File: src/rtl/regfile_writeback_pkg.sv
// Shared widths and the writeback record for the register-file write driver.
package regfile_writeback_pkg;

  localparam int unsigned ADDR_W   = 5;
  localparam int unsigned DATA_W   = 32;
  localparam int unsigned NUM_REGS = 32;

  typedef struct packed {
    logic [ADDR_W-1:0] rd;
    logic [DATA_W-1:0] data;
  } wb_rec_t;

endpackage

File: src/rtl/regfile_writeback_wb_fifo.sv
// Parameterised synchronous FIFO for buffered load returns.
module wb_fifo #(
  parameter int unsigned DEPTH = 4,
  parameter int unsigned WIDTH = 37
) (
  input  logic             clk,
  input  logic             rst_n,
  input  logic             i_push,
  input  logic [WIDTH-1:0] i_wdata,
  input  logic             i_pop,
  output logic [WIDTH-1:0] o_rdata_c,
  output logic             o_full_c,
  output logic             o_empty_c
);

  localparam int unsigned PTR_W = $clog2(DEPTH);
  localparam int unsigned CNT_W = PTR_W + 1;

  logic [WIDTH-1:0] r_mem [DEPTH];
  logic [PTR_W-1:0] r_wptr;
  logic [PTR_W-1:0] r_rptr;
  logic [CNT_W-1:0] r_count;
  logic             w_do_push;
  logic             w_do_pop;

  assign o_full_c  = (r_count == CNT_W'(DEPTH));
  assign o_empty_c = (r_count == '0);
  assign w_do_push = i_push && !o_full_c;
  assign w_do_pop  = i_pop && !o_empty_c;
  assign o_rdata_c = r_mem[r_rptr];

  // Storage is data-only; validity is tracked by the count.
  always_ff @(posedge clk) begin
    if (w_do_push) r_mem[r_wptr] <= i_wdata;
  end

  always_ff @(posedge clk or negedge rst_n) begin
    if (!rst_n) begin
      r_wptr  <= '0;
      r_rptr  <= '0;
      r_count <= '0;
    end else begin
      if (w_do_push) r_wptr <= r_wptr + PTR_W'(1);
      if (w_do_pop)  r_rptr <= r_rptr + PTR_W'(1);
      unique case ({w_do_push, w_do_pop})
        2'b10:   r_count <= r_count + CNT_W'(1);
        2'b01:   r_count <= r_count - CNT_W'(1);
        default: r_count <= r_count;
      endcase
    end
  end

endmodule

File: src/rtl/regfile_writeback.sv
// Register-file write driver: ALU results take priority, queued load returns
// drain on free cycles, and a busy scoreboard tracks outstanding loads.
module regfile_writeback
  import regfile_writeback_pkg::*;
#(
  parameter int unsigned DEPTH = 4
) (
  input  logic                clk,
  input  logic                rst_n,
  input  logic                alu_wb_valid,
  input  logic [ADDR_W-1:0]   alu_wb_rd,
  input  logic [DATA_W-1:0]   alu_wb_data,
  input  logic                issue_valid,
  input  logic [ADDR_W-1:0]   issue_rd,
  input  logic                ld_valid,
  output logic                ld_ready,
  input  logic [ADDR_W-1:0]   ld_rd,
  input  logic [DATA_W-1:0]   ld_data,
  output logic [ADDR_W-1:0]   rd,
  output logic [DATA_W-1:0]   write_data,
  output logic                reg_write,
  output logic [NUM_REGS-1:0] busy,
  output logic                waw_error
);

  logic [ADDR_W-1:0]   r_rd;
  logic [DATA_W-1:0]   r_wdata;
  logic                r_we;
  logic [NUM_REGS-1:0] r_busy;
  logic                r_waw;

  logic                w_full;
  logic                w_empty;
  logic                w_push;
  logic                w_pop;
  logic                w_alu_wr;
  wb_rec_t             w_head;
  wb_rec_t             w_ld_rec;
  logic [NUM_REGS-1:0] w_busy_nxt;

  assign ld_ready   = !w_full;
  assign w_alu_wr   = alu_wb_valid && (alu_wb_rd != '0);
  // Returns to x0 are accepted but never stored.
  assign w_push     = ld_valid && ld_ready && (ld_rd != '0);
  assign w_pop      = !w_alu_wr && !w_empty;
  assign w_ld_rec   = '{rd: ld_rd, data: ld_data};

  wb_fifo #(
    .DEPTH (DEPTH),
    .WIDTH ($bits(wb_rec_t))
  ) u_fifo (
    .clk       (clk),
    .rst_n     (rst_n),
    .i_push    (w_push),
    .i_wdata   (w_ld_rec),
    .i_pop     (w_pop),
    .o_rdata_c (w_head),
    .o_full_c  (w_full),
    .o_empty_c (w_empty)
  );

  // Scoreboard update: a same-edge issue overrides the pop clear.
  always_comb begin
    w_busy_nxt = r_busy;
    if (w_pop) w_busy_nxt[w_head.rd] = 1'b0;
    if (issue_valid && (issue_rd != '0)) w_busy_nxt[issue_rd] = 1'b1;
    w_busy_nxt[0] = 1'b0;
  end

  always_ff @(posedge clk or negedge rst_n) begin
    if (!rst_n) begin
      r_rd    <= '0;
      r_wdata <= '0;
      r_we    <= 1'b0;
      r_busy  <= '0;
      r_waw   <= 1'b0;
    end else begin
      r_busy <= w_busy_nxt;
      if (w_alu_wr && r_busy[alu_wb_rd]) r_waw <= 1'b1;
      if (w_alu_wr) begin
        r_rd    <= alu_wb_rd;
        r_wdata <= alu_wb_data;
        r_we    <= 1'b1;
      end else if (w_pop) begin
        r_rd    <= w_head.rd;
        r_wdata <= w_head.data;
        r_we    <= 1'b1;
      end else begin
        r_we    <= 1'b0;
      end
    end
  end

  assign rd         = r_rd;
  assign write_data = r_wdata;
  assign reg_write  = r_we;
  assign busy       = r_busy;
  assign waw_error  = r_waw;

endmodule

File: config.mk
export PLATFORM = sky130hd
export DESIGN_NAME = regfile_writeback
export DESIGN_NICKNAME = d
export VERILOG_FILES = /design/src/rtl/regfile_writeback_pkg.sv /design/src/rtl/regfile_writeback_wb_fifo.sv /design/src/rtl/regfile_writeback.sv
export SDC_FILE = /design/constraint.sdc
export NUM_CORES = 1
export LEC_CHECK = 0
export ABC_AREA = 1
export BUFFER_PORTS_ARGS = -buffer_cell sky130_fd_sc_hd__clkbuf_2
export CORE_MARGIN = 5
export CORE_UTILIZATION = 28
export CTS_CLUSTER_SIZE = 10
export DETAILED_ROUTE_END_ITERATION = 12
export PLACE_DENSITY = 0.42
export SYNTH_ARGS = -nofsm -noshare
export SYNTH_HDL_FRONTEND = slang
export SYNTH_HIERARCHICAL = 1
export SYNTH_SLANG_ARGS = --single-unit
File: constraint.sdc
create_clock -name clk -period 7.6 [get_ports clk]
set_input_delay 2.28 -clock clk [delete_from_list [all_inputs] [get_ports clk]]
set_output_delay 2.28 -clock clk [all_outputs]
set_load 0.02 [all_outputs]
Word level (Yosys, flattened, before mapping)
Memories as Yosys holds them, arrays and structs flattened.
Cells that the tools add are included.
{"block": "totals", "ff_bits": 77, "ramBits": 148, "in_bits": 84, "out_inout_bits": 72, "wordCells": 60, "n_memories": 1}
{"block": "op_classes", "add_sub_neg": 4, "order_cmp": 5, "n_eq_ne": 3, "mux": 17, "n_bitwise": 3, "reduce_logical": 19}
{"memory": "u_fifo.r_mem", "depth": 4, "width": 37, "rd": 1, "rd_clocked_by_memory_dff": 0, "write_ports": 1, "line": "regfile_writeback_wb_fifo.sv:19", "text": "logic [WIDTH-1:0] r_mem [DEPTH];"}
{"operator": "$mux 32", "count": 4}
{"operator": "$and 32x32->32", "count": 1}
{"operator": "$not 32->32", "count": 1}
{"operator": "$or 32x32->32", "count": 1}
{"operator": "$lt 5x6->1 const B", "count": 3}
{"operator": "$reduce_bool 5->1", "count": 3}
{"operator": "$demux 1 s5", "count": 2}
{"operator": "$ge 5x1->1 const B", "count": 2}
{"operator": "$logic_and 1x1->1", "count": 10}
{"operator": "$mux 5", "count": 2}
{"operator": "$mux 1", "count": 7}
{"operator": "$pmux 3 s2", "count": 1}
{"operator": "$bmux 1 s5", "count": 1}
{"operator": "$add 2x1->2 const B", "count": 2}
{"operator": "$reduce_bool 2->1", "count": 2}
{"operator": "$add 3x1->3 const B", "count": 1}
{"operator": "$eq 3x3->1 const B", "count": 1}
{"operator": "$logic_not 1->1", "count": 3}
{"operator": "$logic_not 3->1", "count": 1}
{"operator": "$sub 3x1->3 const B", "count": 1}
{"operator": "$eq 2x1->1 const B", "count": 1}
{"operator": "$eq 2x2->1 const B", "count": 1}

Depth between registers and ports, before layout
Gate-level depths: netlist of the first run.
An unclocked memory read counts as a cell.
{"block": "depth", "depth_word": 10, "depth_mapped": 17, "depth_no_buf": 16}

By module
Netlist of the first run, hierarchy kept.
{"module": "wb_fifo", "instances": 1, "cells_each": 493, "area_per_inst_um2": 6402.4, "seq_area_each_um2": 4619.4}
{"module": "regfile_writeback", "instances": 1, "cells_each": 474, "area_per_inst_um2": 3666.0, "seq_area_each_um2": 1751.7}

Worst setup path before layout of the first run
Ideal clock, no wire load.
{"block": "synth_path", "path_kind": "in2reg", "from": "input ld_rd[3]", "to": "memory u_fifo.r_mem[0][0] (enable)", "setup_ns": 0.431, "t_arrival_ns": 4.220, "t_required_ns": 7.169, "path_slack_ns": 2.949, "path_stages": 6, "path_buffers": 0, "cell_sequence": "nor3_1 nand2_1 nand3_1 inv_1 nand2_1 nor2_1"}
{"block": "synth_between", "elab_chain_cells": 5}
{"element": "start, declared", "line": "regfile_writeback.sv:17", "text": "input logic [ADDR_W-1:0] ld_rd,"}
{"element": "$reduce_bool 5->1", "line": "regfile_writeback.sv:44", "text": "assign w_push = ld_valid && ld_ready && (ld_rd != '0);"}
{"element": "$logic_and 1x1->1", "line": "regfile_writeback.sv:44"}
{"element": "net w_push", "line": "regfile_writeback.sv:34", "text": "logic w_push;"}
{"element": "$logic_and 1x1->1", "line": "regfile_writeback_wb_fifo.sv:28", "text": "assign w_do_push = i_push && !o_full_c;"}
{"element": "$mux 1", "line": "regfile_writeback_wb_fifo.sv:34", "text": "if (w_do_push) r_mem[r_wptr] <= i_wdata;"}
{"element": "$mux 1 (implied by the code)", "line": "regfile_writeback_wb_fifo.sv:34"}
{"element": "end, declared", "line": "regfile_writeback_wb_fifo.sv:19"}
The timed path passes the listed nets, and every way through them passes these cells.

Worst setup path in the final report of the first run
{"block": "layout_path", "from": "input alu_wb_rd[0]", "to": "register u_fifo.r_count[2]"}
{"block": "layout_between", "elab_chain_cells": 7, "word_cells_on_any_way": 9, "classes_between": "2 x eq/ne; 1 x mux; 6 x reduce/logical"}
{"element": "start, declared", "line": "regfile_writeback.sv:11", "text": "input logic [ADDR_W-1:0] alu_wb_rd,"}
{"element": "$reduce_bool 5->1 *", "line": "regfile_writeback.sv:42", "text": "assign w_alu_wr = alu_wb_valid && (alu_wb_rd != '0);"}
{"element": "$logic_and 1x1->1 *", "line": "regfile_writeback.sv:42"}
{"element": "$logic_not 1->1 *", "line": "regfile_writeback.sv:45", "text": "assign w_pop = !w_alu_wr && !w_empty;"}
{"element": "$logic_and 1x1->1 *", "line": "regfile_writeback.sv:45"}
{"element": "$logic_and 1x1->1 *", "line": "regfile_writeback_wb_fifo.sv:29", "text": "assign w_do_pop = i_pop && !o_empty_c;"}
{"element": "net u_fifo.w_do_pop", "line": "regfile_writeback_wb_fifo.sv:24", "text": "logic w_do_pop;"}
{"element": "$eq 2x1->1 or $eq 2x2->1 (tied branches)", "line": "regfile_writeback_wb_fifo.sv:45", "text": "unique case ({w_do_push, w_do_pop})"}
{"element": "$pmux 3 s2 or $reduce_bool 2->1 (tied branches)"}
{"element": "end signal, assigned", "line": "regfile_writeback_wb_fifo.sv:46", "text": "2'b10: r_count <= r_count + CNT_W'(1);"}
{"element": "end signal, assigned", "line": "regfile_writeback_wb_fifo.sv:47", "text": "2'b01: r_count <= r_count - CNT_W'(1);"}
{"element": "end signal, assigned", "line": "regfile_writeback_wb_fifo.sv:48", "text": "default: r_count <= r_count;"}
{"element": "end, declared", "line": "regfile_writeback_wb_fifo.sv:22", "text": "logic [CNT_W-1:0] r_count;"}
The timed path passes the listed nets; every way through them passes the cells marked *.
A chain may end at the register's enable or synchronous reset.

==> metrics.md, run 1 <==
| Metric | Value |
|---|---|
| Leakage | `5.280 nW` |
| Initial antenna violation count | `2` |
| Cell area after placement | `11,190 um2` |
| Critical Path RT | `8.02 ns` |
| Min cycle time layout | `4.611 ns` |
| Post-CTS setup buffers | `0` |
| Synth-to-Final Area Change | `19.46%` |
| Post-DP HPWL | `17,830 um` |
| Hold Crit Depth | `2` |
| H-tree depth | `1` |
| CTS clock-pin slew for the worst setup and hold paths | `0.05 ns` |
| Status | `finished, final reports clean` |
| Vias in the first global route | `7,159` |
| Gr ovfl total | `0` |
| Port Buffers | `154` |
| Post-Syn Nets | `1,057` |
| # DRC | `0` |
| Largest net degree at the start of global routing | `98` |
| Die ar. | `39,850 um2` |
| RSZ-0062 raised after global routing | `false` |
| DR pass1 iterations | `4` |
| Critical Path AT | `5.03 ns` |
| Worst-case clock skew | `0.01214 ns` |
| Final Hold Violating Endpoints | `0` |
| Clock buffer depth | `3` |
| Hold_sp | `write_data[3]` |
| WL per Instance | `17.08 um` |
| Mapped cell area | `10,070 um2` |
| Synthesized area per cell | `10.41 um2` |
| IO Count | `156` |
| R2r endpoint | `busy[22]` |
| Die H | `199.6 um` |
| CP Class | `input pin to register` |
| Post-layout utilization of the core | `33.82%` |
| Final wirelength | `27,330 um` |
| Worst setup EP type | `register` |
| CP Max Fanout | `37` |
| TritonCTS clock tree | `built` |
| Synth Register Bits | `225` |
| Startpoint types | `input pin` |
| Final setup violation count | `0` |
| Worst Hold Path EP | `write_data[3]` |
| Synth top area cells | `edfxtp_1 44%, dfrtp_1 19%, nand2_1 11%` |
| Clock network latency to the later pin of the worst-skew pair | `0.53 ns` |
| Rows | `69` |
| Share of layout cells above drive strength 1 | `22.32%` |
| Initial Util | `28.31%` |
| Core area | `35,570 um2` |
| First-pass GRT wire length | `41,730 um` |
| Reg2Reg Setup Slack | `4.31 ns` |
| Synth Flop Type | `edfxtp_1` |
| Max VDD drop | `0.1816 mV` |
| CTS Root Cell | `clkbuf_16` |
| Total number of vias | `7,112` |
| Worst slew margin | `33.11%` |
| Num CTS Buffers | `28` |
| Max-slew violations | `0` |
| Worst hold path type | `register to register` |
| CTS sink count | `225` |
| Count of cell types in the netlist | `31` |
| R2r startpoint | `u_fifo/r_rptr[1]` |
| DR vias/cell | `4.445` |
| Period Utilization, post-route | `60.67%` |
| Synth top area share | `44.14%` |
| Max_cap viols | `0` |
| Cts-stage hold buffer count | `0` |
| Initial DRC count | `262` |
| Post-Synthesis Cells | `967` |
| Max Freq | `216.9 MHz` |
| Gr usage total | `13.49%` |
| Final RePlAce weighted congestion | `0.8152` |
| Cell taking the most area after synthesis | `edfxtp_1` |
| Register area share after synthesis | `63.28%` |
| Final setup TNS | `0 ns` |
| EDFF count, synth | `148` |
| Final Cell Area | `12,030 um2` |
| Slew of the pin with the lowest slew margin | `1.003 ns` |
| PwrDens | `397.1 nW/um2` |
| Asr flop ratio synth | `34.22%` |
| Post-CTS Resized | `0` |
| R2R cell count | `8` |
| Routed Antenna Nets | `0` |
| Die width | `199.6 um` |
| Total Nets Final | `1,207` |
| Warnings, synthesis | `6` |
worst max-delay path by stage:
stage / from / slack, ns / endpoint / depth (start not counted)
global placement: alu_wb_rd[0] / 2.50 / u_fifo/r_count[2] / 15
global route: alu_wb_rd[0] / 2.70 / u_fifo/r_count[2] / 15
CTS: alu_wb_rd[0] / 2.97 / u_fifo/r_count[2] / 15
finish: alu_wb_rd[0] / 2.99 / u_fifo/r_count[2] / 15
detailed placement: alu_wb_rd[0] / 2.40 / u_fifo/r_count[2] / 15
floorplan: ld_rd[3] / 2.95 / u_fifo/r_mem[0][0] / 6
flip-flops by register name (all words and copies together), names as in the netlist:
signal / cells
u_fifo/r_count: 3
u_fifo/r_wptr: 2
busy: 31
u_fifo/r_rptr: 2
rd: 5
write_data: 32
reg_write: 1
u_fifo/r_mem: 148
waw_error: 1
metrics by stage:
stage / std cells / power (mW) / setup slack, ns / hold WS [ns]
final: 1600 / 4.776 / 2.989 / 0.4793
after floorplan: 967 / 3.061 / 2.949 / 0.4628
after detailed placement: 1548 / 3.640 / 2.401 / 0.4696
after global placement: 1548 / 3.632 / 2.499 / 0.4658
after CTS: 1599 / 4.886 / 2.965 / 0.4832
after global routing: 1600 / 5.124 / 2.698 / 0.5043
critical path, cell delays in order:
cell      delay, ns
clkbuf_2       0.23
nor2_4         0.21
nand4_2        0.12
nand2_4        0.13
nand2_4        0.21
inv_2          0.66
nand2_1        0.19
inv_1          0.09
ha_1           0.16
inv_1          0.07
fa_1           0.38
nand2_1        0.10
nand3_1        0.08
nand2_1        0.06
nand2_1        0.04
cells in the mapped netlist, types with 12 or more instances:
cell / count
edfxtp_1: 148
o211ai_1: 62
dfrtp_1: 77
nor2_1: 18
nand2_1: 294
nand2_2: 19
o21ai_0: 55
inv_1: 132
buf_6: 12
nand3_1: 53
o211ai_2: 13
buf_2: 13
placed cells by master (no fill, tap or decap), types with 7 or more instances in the layout:
| master | count |
|---|---|
| nand3_2 | 10 |
| dfrtp_1 | 76 |
| nor2_1 | 14 |
| o211ai_1 | 62 |
| edfxtp_1 | 148 |
| nand3_1 | 53 |
| clkbuf_2 | 153 |
| nand2_1 | 294 |
| buf_4 | 8 |
| inv_1 | 132 |
| o211ai_2 | 13 |
| o21ai_0 | 55 |
| nand2_2 | 19 |
| nor3_1 | 7 |
| clkbuf_16 | 29 |
| clkbuf_1 | 15 |
logic make-up after synthesis:
| logic type | synth area share (%) |
|---|---|
| AND/OR/NAND/NOR | 17.48 |
| flip-flops | 63.28 |
| buffers and inverters | 8.301 |
| AO/OA/AOI/OAI | 9.991 |
| adder cells (fa/ha/maj) | 0.8202 |
| XOR/XNOR | 0.08700 |
| other | 0.03725 |
area by class of cell:
cell class / instances / area, um2
diodes: 1 / 2.502
clock buffers: 46 / 809.5
clock inverters: 5 / 22.52
fillers: 3726 / 23540
inverters: 139 / 526.8
multi-input cells: 562 / 2892
flip-flops and latches: 225 / 6372
well taps: 461 / 576.8
repair buffers: 161 / 825.8
power by group:
part | internal, mW | switching (mW) | leakage [nW]
Clock | 0.719 | 0.490 | 0.404
Combinational | 0.484 | 1.18 | 2.60
Sequential | 1.67 | 0.229 | 2.28
per-layer routing:
metal  vias to the layer above  wire [um]  GRT usage, %
met1                      3390      12310         17.92
met3                        26       1418         2.512
met2                       164      13170         23.12
met5                         -         20             0
met4                         2        413         2.843
li1                       3530          -             -
(Power assumes the default switching activity.)
==> inputs of run 2 (changes only) <==
- ABC_AREA: 1 -> 0
- PLACE_DENSITY: 0.42 -> 0.44
- clock period: 7.6 -> 4 ns (I/O delays scaled with it)
==> run 2 against run 1 <==
Net effect: synthesized area is 7.5% lower; setup slack got worse by 1.9 ns; first-iteration DRC count grew 1.9%; largest cell class unchanged; critical path depth decreased by 4; die area fell by 7.1%.
==> metrics.md, run 2 <==
| Metric | Value |
|---|---|
| Largest net degree at the start of global routing | `103` |
| Core area | `32,700 um2` |
| Gr usage total | `12.48%` |
| Worst-case clock skew | `0.005015 ns` |
| Area of the multi-input gates | `2715 um2` |
| TritonCTS clock tree | `built` |
| Routed Antenna Nets | `0` |
| Worst hold path type | `register to register` |
| Die ar. | `37,010 um2` |
| DR pass1 iterations | `4` |
| Worst slew margin | `31.65%` |
| Initial DRC count | `267` |
| Final setup TNS | `0 ns` |
| Global route hottest layer | `met2` |
| EDFF count, synth | `148` |
| Commonest non-fill, non-tap cell in the layout | `clkbuf_2` |
| Slew of the pin with the lowest slew margin | `1.025 ns` |
| CTS Root Cell | `clkbuf_16` |
| Min cycle time layout | `2.891 ns` |
| PwrDens | `760.1 nW/um2` |
| Cell with the largest stage delay on the worst path | `fa_1` |
| Total Nets Final | `817` |
| CP peak stage delay | `0.38 ns` |
| CP Class | `input pin to register` |
| Met1 Resource Use GR | `15.84%` |
| Gr ovfl total | `0` |
| Post-CTS Resized | `0` |
| Complex-gate fraction of the synthesized area | `7.631%` |
| Leakage | `4.208 nW` |
| Synth Flop Type | `edfxtp_1` |
| Multiplexer area fraction after synthesis | `15.14%` |
| Synth-to-Final Area Change | `21.66%` |
| Post-Synth Adder-Cell Area | `0.8867%` |
| Filler Cell Count | `3,205` |
| Startpoint types | `input pin` |
| Cell taking the most area after synthesis | `edfxtp_1` |
| Post-DP HPWL | `15,690 um` |
| Rows | `66` |
| Initial antenna violation count | `2` |
| Final setup violation count | `0` |
| Synth top area share | `47.72%` |
| Max_cap viols | `0` |
| Post-Synth Simple-Gate Area | `4.662%` |
| Most frequent cells in the layout | `153 x clkbuf_2, 148 x edfxtp_1, 75 x dfrtp_1, 69 x o21ai_0, 49 x nand2_1` |
| RSZ-0062 raised after global routing | `false` |
| Post-CTS setup buffers | `0` |
| Worst setup EP type | `register` |
| Share of layout cells above drive strength 1 | `33.51%` |
| Worst setup margin | `1.109 ns` |
| Top delay family on crit path | `simple AND/OR/NAND/NOR gates` |
| Die width | `192.4 um` |
| Total number of vias | `5,658` |
| Final wirelength | `23,540 um` |
| Tot Pwr | `8.612 mW` |
| Final Hold Violating Endpoints | `0` |
| DP Worst Slack | `0.5793 ns` |
| Final RePlAce weighted congestion | `0.8227` |
| CTS sink count | `225` |
| First-pass GRT wire length | `35,690 um` |
| Post-Synth XOR/XNOR Area | `0.5643%` |
| Num CTS Buffers | `26` |
| Post-Synthesis Cells | `572` |
| Main combinational cell family by area after synthesis | `multiplexers` |
| M3 GR Usage | `3.509%` |
| GRT met2 Usage | `21.25%` |
| Register with the most flip-flops | `u_fifo/r_mem` |
| Cts-stage hold buffer count | `0` |
| Synthesized area per cell | `16.28 um2` |
| Count of cell types in the netlist | `45` |
| Clock buffer depth | `3` |
| Initial Util | `28.48%` |
| Count leader, synth | `edfxtp_1` |
| Commonest cells in the netlist | `148 x edfxtp_1, 77 x dfrtp_1, 69 x o21ai_0` |
| DR vias/cell | `4.763` |
| H-tree depth | `1` |
| IO Count | `156` |
| Dpl cells | `1,141` |
| Post-Syn Nets | `662` |
| Status | `finished, final reports clean` |
| Warnings, synthesis | `6` |
| Cell Count, Final, Fillers Out | `1,188` |
| Asr flop ratio synth | `34.22%` |
| Clock network latency to the later pin of the worst-skew pair | `0.52 ns` |
| Register area share after synthesis | `68.41%` |
| Synth top area cells | `edfxtp_1 48%, dfrtp_1 21%, mux4_2 9.2%` |
| Port Buffers | `154` |
| CTS clock-pin slew for the worst setup and hold paths | `0.06 ns` |
| Vias in the first global route | `5,962` |
| Die H | `192.4 um` |
| Mapped cell area | `9313 um2` |
| WL per Instance | `19.82 um` |
| Diode count | `0` |
| CP Max Fanout | `7` |
| Critical path, cell by cell | `clkbuf_2, or3_1, o311a_1, nor2b_2, inv_1, ha_1, inv_1, fa_1, xor2_1, nor2_1, xor2_1` |
| Synth Register Bits | `225` |
| CP bufs+invs | `3` |
| Max reg flops | `148` |
| Max VDD drop | `0.2970 mV` |
| Max Freq | `345.8 MHz` |
| Period Utilization, post-route | `72.29%` |
| Critical Path AT | `3.33 ns` |
| Critical Path RT | `4.44 ns` |
| Max-slew violations | `0` |
| Register Area | `6374 um2` |
| # DRC | `0` |
-- run 2: changes by cell type after synthesis, moves of 19 or more --
cell	change
nand2_2	-19
nand2_1	-245
inv_1	-124
mux4_2	+38
nand3_1	-47
mux2i_1	+43
o41ai_1	+31
o211ai_1	-61
-- run 2: routing by layer --
| metal | routed length [um] | share of wire (%) | vias to the layer above |
|---|---|---|---|
| met4 | 394 | 1.7 | 4 |
| li1 | - | - | 2551 |
| met1 | 9847 | 42 | 2866 |
| met3 | 1871 | 7.9 | 39 |
| met5 | 27 | 0.11 | - |
| met2 | 11400 | 48 | 198 |
-- run 2: cell type report --
cell class / instances / share of cell area (%)
sequential: 225 / 56.26
clock inverter: 1 / 0.1436
timing repair buffer: 165 / 7.996
multi-input combinational: 301 / 23.96
inverter: 8 / 0.2650
clock buffer: 46 / 6.494
tap: 442 / 4.881
-- run 2: cells by family after synthesis --
| kind of cell | count (synthesis) |
|---|---|
| compound gates | 110 |
| xor+xnor | 6 |
| fa+ha+maj | 6 |
| buf+inv | 46 |
| flops | 225 |
| mux | 88 |
| other cells | 1 |
| simple gates | 90 |
-- run 2: report_power, final --
| part | leakage (nW) | switching, mW | internal [mW] |
|---|---|---|---|
| clock | 0.357 | 0.879 | 1.23 |
| combinational | 1.58 | 1.79 | 1.18 |
| sequential | 2.27 | 0.378 | 3.16 |
-- run 2: stage by stage --
step	utilization, %	hold WS, ns	area, um2
5_1_grt	34.65	0.5244	11330
4_1_cts	34.65	0.4824	11330
6_report	34.65	0.4764	11330
3_5_place_dp	32.35	0.4699	10580
2_1_floorplan	-	0.4759	9313
3_3_place_gp	32.35	0.4580	10580
-- run 2: worst paths after layout --
path,startpoint,end,slack (ns),cells past startpoint
max in group asynchronous,rst_n,write_data[13],2.57,2
min in group asynchronous,rst_n,reg_write,0.69,1
worst min-delay path,waw_error,waw_error,0.48,1
worst max register to register,u_fifo/r_count[0],u_fifo/r_count[2],1.59,11
worst max-delay path,ld_rd[1],u_fifo/r_count[2],1.11,11
worst min register to register,waw_error,waw_error,0.48,1
==> inputs of run 3 (changes only) <==
- clock period: 4 -> 2.55 ns (I/O delays scaled with it)
==> run 3 against run 2 <==
Net effect: register-to-register slack lost 1.3 ns; clock skew up 0.0078 ns; via count fell by 0.49%; largest cell class unchanged; core utilization increased by 0.77 points; sequential power increased by 56%; setup slack worse by 0.81 ns; non-clock buffer count up 20.
==> metrics.md, run 3 (synthesis gave the netlist of run 2 again) <==
| Metric | Value |
|---|---|
| Max_cap viols | `0` |
| CP bufs+invs | `3` |
| Final wirelength | `23,350 um` |
| Gr ovfl total | `0` |
| Post-DP HPWL | `16,280 um` |
| Synth-to-Final Area Change | `24.37%` |
| Post-layout utilization of the core | `35.42%` |
| CTS sink count | `225` |
| Core area | `32,700 um2` |
| Critical path, cell by cell | `clkbuf_2, or3_1, o311a_1, nor2b_2, inv_1, ha_2, inv_2, fa_2, xor2_1, nor2_1, xor2_1` |
| Register Area | `6374 um2` |
| Worst hold path type | `input pin to asynchronous set/reset pin` |
| Commonest non-fill, non-tap cell in the layout | `clkbuf_2` |
| Final setup TNS | `0 ns` |
| Worst path depth | `11` |
| Post-CTS setup buffers | `0` |
| PwrDens | `1184 nW/um2` |
| H-tree depth | `1` |
| Area of the multi-input gates | `2726 um2` |
| CP peak stage delay | `0.37 ns` |
| Max VDD drop | `0.4525 mV` |
| Die H | `192.4 um` |
| Reg2Reg Setup Slack | `0.32 ns` |
| CP dominant cell by count | `xor2_1` |
| Worst setup margin | `0.2940 ns` |
| DR pass1 iterations | `4` |
| Cts-stage hold buffer count | `0` |
| RSZ-0062 raised after global routing | `false` |
| CP Launch Point | `ld_rd[1]` |
| Register with the most flip-flops | `u_fifo/r_mem` |
| Total Nets Final | `838` |
| CP Max Fanout | `2` |
| Leakage | `4.344 nW` |
| Worst-case clock skew | `0.01286 ns` |
| DP Worst Slack | `-0.2539 ns` |
| Critical Path RT | `3.00 ns` |
| End point of the critical path | `u_fifo/r_count[2]` |
| CP Class | `input pin to register` |
| Final Hold Violating Endpoints | `0` |
| Routed Antenna Nets | `0` |
| Largest net degree at the start of global routing | `70` |
| DR vias/cell | `4.653` |
| Min cycle time layout | `2.256 ns` |
| Gr usage total | `12.47%` |
| Vias in the first global route | `6,168` |
| Cell with the largest stage delay on the worst path | `or3_1` |
| Max Freq | `443.3 MHz` |
| TritonCTS clock tree | `built` |
| Final RePlAce weighted congestion | `0.7900` |
| Period Utilization, post-route | `88.47%` |
| Worst slew margin | `59.62%` |
| # DRC | `0` |
| WL per Instance | `19.30 um` |
| First-pass GRT wire length | `35,910 um` |
| Clock network latency to the later pin of the worst-skew pair | `0.52 ns` |
| Max reg flops | `148` |
| Top delay family on crit path | `simple AND/OR/NAND/NOR gates` |
| Critical Path AT | `2.70 ns` |
| Startpoint types | `input pin` |
| Filler Cell Count | `3,210` |
| Slew of the pin with the lowest slew margin | `0.6057 ns` |
| CTS clock-pin slew for the worst setup and hold paths | `0.06 ns` |
| Max-slew violations | `0` |
| R2R cell count | `4` |
| R2r endpoint | `busy[8]` |
| Die ar. | `37,010 um2` |
| Rows | `66` |
| Die width | `192.4 um` |
| Num CTS Buffers | `27` |
| Status | `finished, final reports clean` |
| Share of layout cells above drive strength 1 | `35.94%` |
| Total number of vias | `5,630` |
| R2r startpoint | `u_fifo/r_rptr[0]` |
| IO Count | `156` |
| Initial antenna violation count | `2` |
| Initial DRC count | `253` |
| CTS Root Cell | `clkbuf_16` |
| Post-CTS Resized | `0` |
| Diode count | `0` |
| Worst setup EP type | `register` |
| Most frequent cells in the layout | `153 x clkbuf_2, 148 x edfxtp_1, 75 x dfrtp_1, 69 x o21ai_0, 49 x nand2_1` |
| Final setup violation count | `0` |
| Clock buffer depth | `3` |
| Initial Util | `28.48%` |
| Port Buffers | `154` |
[run 3: per-stage QoR]
step | hold slack, ns | total power, mW | cell area [um2] | std cells
after floorplan | 0.4694 | 8.647 | 9345 | 572
after global placement | 0.4683 | 10.37 | 10800 | 1161
after detailed placement | 0.4616 | 10.52 | 10800 | 1161
after CTS | 0.1883 | 13.97 | 11580 | 1210
after global routing | 0.2132 | 14.54 | 11580 | 1210
final | 0.1912 | 13.71 | 11580 | 1210
[run 3: worst reg2reg max path, delay by kind of cell (launching register included)]
family	cells	cell delay (ns)
multiplexers	1	0.67
AND/OR/NAND/NOR	1	0.56
flip-flops	1	0.49
AO/OA/AOI/OAI	2	0.36
[run 3: area by class of cell]
| cell class | count | share of cell area [%] |
|---|---|---|
| well taps | 442 | 4.775 |
| inverters | 8 | 0.2593 |
| multi-input cells | 301 | 23.54 |
| clock buffers | 47 | 6.654 |
| flip-flops and latches | 225 | 55.03 |
| clock inverters | 2 | 0.08642 |
| repair buffers | 185 | 9.657 |
[run 3: report_power, final]
part / total, mW / switching [mW] / internal, mW
combinational: 4.77 / 2.80 / 1.97
sequential: 5.54 / 0.590 / 4.95
clock: 3.40 / 1.38 / 2.02
[run 3: routing by layer]
metal | global-route usage (%) | share of wire, %
met1 | 16.11 | 43
met2 | 21.01 | 48
met3 | 3.021 | 6.6
met4 | 3.483 | 2.5
met5 | 0 | 0.086
[run 3: how the worst min path moves through the flow]
stage	end	slack, ns	start	depth (start not counted)
6_report	write_data[6]	0.19	rst_n	1
4_1_cts	write_data[6]	0.19	rst_n	1
3_3_place_gp	waw_error	0.47	waw_error	1
5_1_grt	write_data[6]	0.21	rst_n	1
2_1_floorplan	busy[10]	0.47	rst_n	0
3_5_place_dp	waw_error	0.46	waw_error	1
